==> src/rtl/traffic_mon_pkg.sv <==
// Shared phase codes, fault codes and legal phase-transition table for the lamp monitor.
// Pure declarations; no latency or flow-control implications.
package traffic_mon_pkg;

  typedef enum logic [2:0] {
    PH_AR    = 3'd0,
    PH_G1    = 3'd1,
    PH_Y1    = 3'd2,
    PH_G2    = 3'd3,
    PH_Y2    = 3'd4,
    PH_FLASH = 3'd5,
    PH_BAD   = 3'd7
  } phase_t;

  typedef enum logic [2:0] {
    FC_NONE      = 3'd0,
    FC_CONFLICT  = 3'd1,
    FC_ILLEGAL   = 3'd2,
    FC_SEQ       = 3'd3,
    FC_SHORT_YLW = 3'd4,
    FC_TIMEOUT   = 3'd5
  } fcode_t;

  // Lamp vectors ordered {grn1, ylw1, red1, grn2, ylw2, red2}.
  localparam logic [5:0] LAMPS_AR = 6'b001_001;
  localparam logic [5:0] LAMPS_G1 = 6'b100_001;
  localparam logic [5:0] LAMPS_Y1 = 6'b010_001;
  localparam logic [5:0] LAMPS_G2 = 6'b001_100;
  localparam logic [5:0] LAMPS_Y2 = 6'b001_010;

  // Row = current phase, bit = destination phase. FLASH is only ever decoded
  // while flash mode is on, so allowing it as a destination is safe.
  // BAD may only stay BAD; every exit from it is a sequence error.
  localparam logic [7:0][7:0] LEGAL_TBL = {
    8'h80,  // BAD   -> BAD
    8'h00,  // unused code
    8'h21,  // FLASH -> FLASH, AR
    8'h33,  // Y2    -> Y2, AR, G1, FLASH
    8'h38,  // G2    -> G2, Y2, FLASH
    8'h2D,  // Y1    -> Y1, AR, G2, FLASH
    8'h26,  // G1    -> G1, Y1, FLASH
    8'h2B   // AR    -> AR, G1, G2, FLASH
  };

  function automatic logic is_legal(input phase_t from, input phase_t to);
    return LEGAL_TBL[from][to];
  endfunction

  function automatic logic is_timed(input phase_t ph);
    return ph inside {PH_G1, PH_Y1, PH_G2, PH_Y2};
  endfunction

  function automatic logic is_yellow(input phase_t ph);
    return ph inside {PH_Y1, PH_Y2};
  endfunction

  function automatic fcode_t pick_fault(input logic conflict, input logic illegal,
                                        input logic seq_err, input logic short_ylw,
                                        input logic timeout);
    if (conflict)  return FC_CONFLICT;
    if (illegal)   return FC_ILLEGAL;
    if (seq_err)   return FC_SEQ;
    if (short_ylw) return FC_SHORT_YLW;
    if (timeout)   return FC_TIMEOUT;
    return FC_NONE;
  endfunction

endpackage

==> src/rtl/lamp_decode.sv <==
// Maps six lamp drives plus flash-mode to a phase code and conflict/illegal flags.
// Purely combinational; no backpressure.
module lamp_decode
  import traffic_mon_pkg::*;
(
  input  logic       grn1,
  input  logic       ylw1,
  input  logic       red1,
  input  logic       grn2,
  input  logic       ylw2,
  input  logic       red2,
  input  logic       fm,
  output logic [2:0] phase,
  output logic       conflict,
  output logic       illegal
);

  logic [5:0] vec;
  phase_t     ph;

  assign vec = {grn1, ylw1, red1, grn2, ylw2, red2};

  always_comb begin
    ph = PH_BAD;
    if (fm && !grn1 && !grn2) begin
      ph = PH_FLASH;
    end else begin
      case (vec)
        LAMPS_AR: ph = PH_AR;
        LAMPS_G1: ph = PH_G1;
        LAMPS_Y1: ph = PH_Y1;
        LAMPS_G2: ph = PH_G2;
        LAMPS_Y2: ph = PH_Y2;
        default:  ph = PH_BAD;
      endcase
    end
  end

  // Any "go" lamp (green or yellow) lit on both approaches at once.
  assign conflict = (grn1 | ylw1) & (grn2 | ylw2);
  assign illegal  = (ph == PH_BAD) & ~conflict;
  assign phase    = ph;

endmodule

==> src/rtl/traffic_lamp_monitor.sv <==
// Watches intersection lamp drives, tracks phase/dwell and latches the first fault.
// Latency 1 cycle from lamp sample to outputs; no backpressure, samples every cycle.
module traffic_lamp_monitor
  import traffic_mon_pkg::*;
#(
  parameter int MIN_YLW   = 3,
  parameter int MAX_DWELL = 200,
  parameter int DWELL_W   = 8
) (
  input  logic               CK,
  input  logic               CLR,
  input  logic               GRN1,
  input  logic               YLW1,
  input  logic               RED1,
  input  logic               GRN2,
  input  logic               YLW2,
  input  logic               RED2,
  input  logic               FM,
  output logic [2:0]         PHASE,
  output logic [DWELL_W-1:0] DWELL,
  output logic               CHG,
  output logic               FAULT,
  output logic [2:0]         FCODE
);

  // A yellow that leaves with dwell below this held fewer than MIN_YLW samples.
  localparam logic [DWELL_W-1:0] YLW_LIM = (MIN_YLW > 0) ? DWELL_W'(MIN_YLW - 1) : '0;
  localparam logic [DWELL_W-1:0] MAX_DW  = DWELL_W'(MAX_DWELL);

  logic [2:0]         dec_raw;
  phase_t             dec_phase;
  logic               conflict;
  logic               illegal;

  phase_t             phase_q,  phase_d;
  logic [DWELL_W-1:0] dwell_q,  dwell_d;
  logic               chg_q,    chg_d;
  logic               fault_q,  fault_d;
  fcode_t             fcode_q,  fcode_d;

  logic               changed;
  logic               seq_err;
  logic               short_ylw;
  logic               timeout;
  fcode_t             new_fault;

  lamp_decode u_decode (
    .grn1     (GRN1),
    .ylw1     (YLW1),
    .red1     (RED1),
    .grn2     (GRN2),
    .ylw2     (YLW2),
    .red2     (RED2),
    .fm       (FM),
    .phase    (dec_raw),
    .conflict (conflict),
    .illegal  (illegal)
  );

  assign dec_phase = phase_t'(dec_raw);

  // phase_q holds the decode of the last sampled vector; reset puts it at AR so
  // the first sample after reset is judged as a transition out of AR.
  always_ff @(posedge CK) begin
    if (CLR) begin
      phase_q <= PH_AR;
      dwell_q <= '0;
      chg_q   <= 1'b0;
      fault_q <= 1'b0;
      fcode_q <= FC_NONE;
    end else begin
      phase_q <= phase_d;
      dwell_q <= dwell_d;
      chg_q   <= chg_d;
      fault_q <= fault_d;
      fcode_q <= fcode_d;
    end
  end

  always_comb begin
    changed   = (dec_phase != phase_q);
    seq_err   = changed && !is_legal(phase_q, dec_phase);
    short_ylw = changed && is_yellow(phase_q) && (dwell_q < YLW_LIM);
    // A phase change on the cycle the limit is reached ends the phase in time.
    timeout   = !changed && is_timed(phase_q) && (dwell_q == MAX_DW);
    new_fault = pick_fault(conflict, illegal, seq_err, short_ylw, timeout);

    phase_d = dec_phase;
    chg_d   = changed;
    if (changed) begin
      dwell_d = '0;
    end else if (&dwell_q) begin
      dwell_d = dwell_q;
    end else begin
      dwell_d = dwell_q + DWELL_W'(1);
    end

    fault_d = fault_q | (new_fault != FC_NONE);
    fcode_d = fault_q ? fcode_q : new_fault;
  end

  always_comb begin
    PHASE = phase_q;
    DWELL = dwell_q;
    CHG   = chg_q;
    FAULT = fault_q;
    FCODE = fcode_q;
  end

endmodule

==> config.mk <==
export PLATFORM = sky130hd
export DESIGN_NAME = traffic_lamp_monitor
export DESIGN_NICKNAME = d
export VERILOG_FILES = /design/src/rtl/traffic_mon_pkg.sv /design/src/rtl/lamp_decode.sv /design/src/rtl/traffic_lamp_monitor.sv
export SDC_FILE = /design/constraint.sdc
export NUM_CORES = 1
export LEC_CHECK = 0
export BUFFER_PORTS_ARGS = -buffer_cell sky130_fd_sc_hd__buf_2
export CAP_MARGIN = 20
export CORE_UTILIZATION = 45
export DETAILED_ROUTE_END_ITERATION = 12
export PLACE_DENSITY = 0.77
export RECOVER_POWER = 50
export SLEW_MARGIN = 20
export SYNTH_ARGS = -nofsm -noshare
export SYNTH_HDL_FRONTEND = slang
export SYNTH_SLANG_ARGS = --single-unit
==> constraint.sdc <==
create_clock -name CK -period 3.08 [get_ports CK]
set_input_delay 0.616 -clock CK [delete_from_list [all_inputs] [get_ports CK]]
set_output_delay 0.616 -clock CK [all_outputs]
set_load 0.03 [all_outputs]
==> metrics.txt <==
Die Ht 60.22 um; peak supply drop 0.1625 mV; WS Path Type primary input to flop; Setup crit start kind primary input; post-DR wirelength/cell 12.72 um; worst reg-to-reg path cell count 5; Fin Setup TNS 0 ns; Synth Cell Area 1525 sq um; Final Setup Violations 0; CTS Buf Count 3; first-pass GRT wire length 4933 um; DRC Markers 0; antenna violations before repair 0; Layout Area Growth over Synthesis 6.563%; synth cell count leaders dfxtp_1 (23), nor2_1 (20), inv_1 (11); DRT iter0 DRCs 65; post-synth top area share 0.3019; TritonCTS Sinks 23; Clock Latency Late Sink 0.30 ns; slack of the critical path 0.5217 ns; Fmax achieved 390.9 MHz; final instance area 1625 sq um; Worst Tran Pin Value 0.4522 ns; Critical Path Sink Type flop; Vias 1,298; NumNets Final 207; dpl ws 0.3505 ns; Mapped Cells 171; Max Buffers Root-to-Sink 2; period utilization 0.8306; net count after synthesis 185; Cell Area, Placed 1624 sq um; Port Buf Inserts 24; vias per cell 5.500; Routability Congestion 0.9194; Max Cap Viol 0; synth unique cells 60; post-CTS sizing 0; pwr dens 363.8 nW/um^2; Worst Hold Path Cells 2; Row Count 20; crit path time final 2.558 ns; Post-DP HPWL 2274 um; RSZ-0062 raised after global routing false; Reg2Reg Setup Slack 1.13 ns; hold-fix buffers at CTS 0; Root Buffer Master clkbuf_4; largest net degree at the start of global routing 13; setup repair bufs after CTS 0; share of flip-flops with an asynchronous set or reset 0; WL final 3003 um; Leak Pwr 0.6167 nW; Arr. time, crit path 2.77 ns; Most used DFF post-synth dfxtp_1; total gr overflow 0; I/O pins 25; Final Skew 0.004671 ns; Yosys top cell by area dfxtp_1; Final Max Tran Viols 0; slew margin rel. 0.6981; GRT Overall Usage 0.1803; Crit Path Max Fanout 7; top area cells in the synthesized netlist dfxtp_1 (30%), nor2_1 (4.9%), ha_1 (4.1%); syn avg cell area 8.919 sq um; CORE AREA 3128 sq um; Post-synth EDFFs 0; ANT cells 0; sequential share of the synthesized area 0.3019; Post-DRT Antenna Nets 0; H-tree lvl count 1; Clock Pin Slew Worst Setup and Hold Paths 0.12 ns; CTS tree yes; FF+latch count, synth 23; Ys Warns 0; critical path data required time 3.29 ns; Die X 60.22 um; Hold Crit Class flop to flop; share of cells above drive strength 1 0.1615; Final Hold Vio Count 0; Starting Density 0.4876; outcome finished clean; die area 3626 sq um; TritonRoute pass-1 iters 4; vias in the first global route 1,182; most common cell in the netlist dfxtp_1
-- final timing paths --
| path | from | to |
|---|---|---|
| setup / recovery | RED1 | FCODE[2]$_SDFFE_PP0N_ |
| hold / removal | FCODE[1]$_SDFFE_PP0N_ | FCODE[1]$_SDFFE_PP0N_ |
| setup reg to reg | DWELL[7]$_SDFFE_PP0N_ | FCODE[2]$_SDFFE_PP0N_ |
| hold reg to reg | FCODE[1]$_SDFFE_PP0N_ | FCODE[1]$_SDFFE_PP0N_ |
-- cells by family (layout without fill, tap and decap cells) --
group | Yosys count | count (layout) | share of synthesized area
simple gates | 70 | 70 | 0.2675
fa+ha+maj | 5 | 5 | 0.04102
xor+xnor | 9 | 9 | 0.05168
flops | 23 | 23 | 0.3019
compound gates | 40 | 40 | 0.2191
buf+inv | 20 | 41 | 0.08695
mux | 4 | 4 | 0.03199
-- critical path, stage by stage --
cell      delay [ns]
clkbuf_1        0.25
xor2_1          0.26
nand4b_1        0.29
nand2_1         0.25
clkbuf_1        0.24
nor3_2          0.11
o31ai_4         0.29
mux2_4          0.33
nand3_2         0.08
a21oi_2         0.05
-- metrics by stage --
stage | hold slack [ns] | utilization | total power [mW] | std cells
global placement | 0.4475 | 0.5192 | 0.4604 | 232
detailed placement | 0.4515 | 0.5192 | 0.4627 | 232
global route | 0.5061 | 0.5196 | 0.6243 | 236
CTS | 0.4699 | 0.5276 | 0.5980 | 236
finish | 0.4709 | 0.5196 | 0.5913 | 236
floorplan | 0.5898 | - | 0.4382 | 171
-- layer usage --
metal / routed length [um] / GRT usage / vias up
li1: - / - / 661
met4: 25 / 0.05316 / 0
met1: 1472 / 0.2269 / 608
met5: 0 / 0 / -
met3: 100 / 0.04978 / 4
met2: 1404 / 0.2967 / 25
-- placed cells by master, fill, tap and decap left out, drive strengths merged, types with 2 or more instances in the layout --
cell type,Yosys,layout
nand2,8,8
o21a,2,2
nand2b,2,2
inv,11,11
nand4,3,3
nor2,20,20
dfxtp,23,23
a211oi,2,2
nor3b,3,3
a41oi,2,2
mux2,4,4
and3,3,3
o21ai,6,6
a31oi,3,3
buf,5,8
xnor2,6,6
o31ai,2,2
clkbuf,4,22
nor3,5,5
or3,2,2
a21oi,11,11
xor2,3,3
ha,5,5
o2bb2ai,2,2
nand3,11,11
-- power breakdown --
| group | switching [mW] | internal, mW | leakage [nW] |
|---|---|---|---|
| registers | 0.0123 | 0.314 | 0.190 |
| clock network | 0.0865 | 0.0505 | 0.0150 |
| logic | 0.0787 | 0.0493 | 0.412 |
| total | 0.177 | 0.414 | 0.617 |
-- cell type report --
class,count,area (sq um)
tap,44,55.05
fill,317,1503
sequential,23,460.4
timing repair buffer,26,110.1
multi-input combinational,128,932.1
inverter,11,41.29
clock buffer,4,26.28
(Power assumes the default switching activity.)
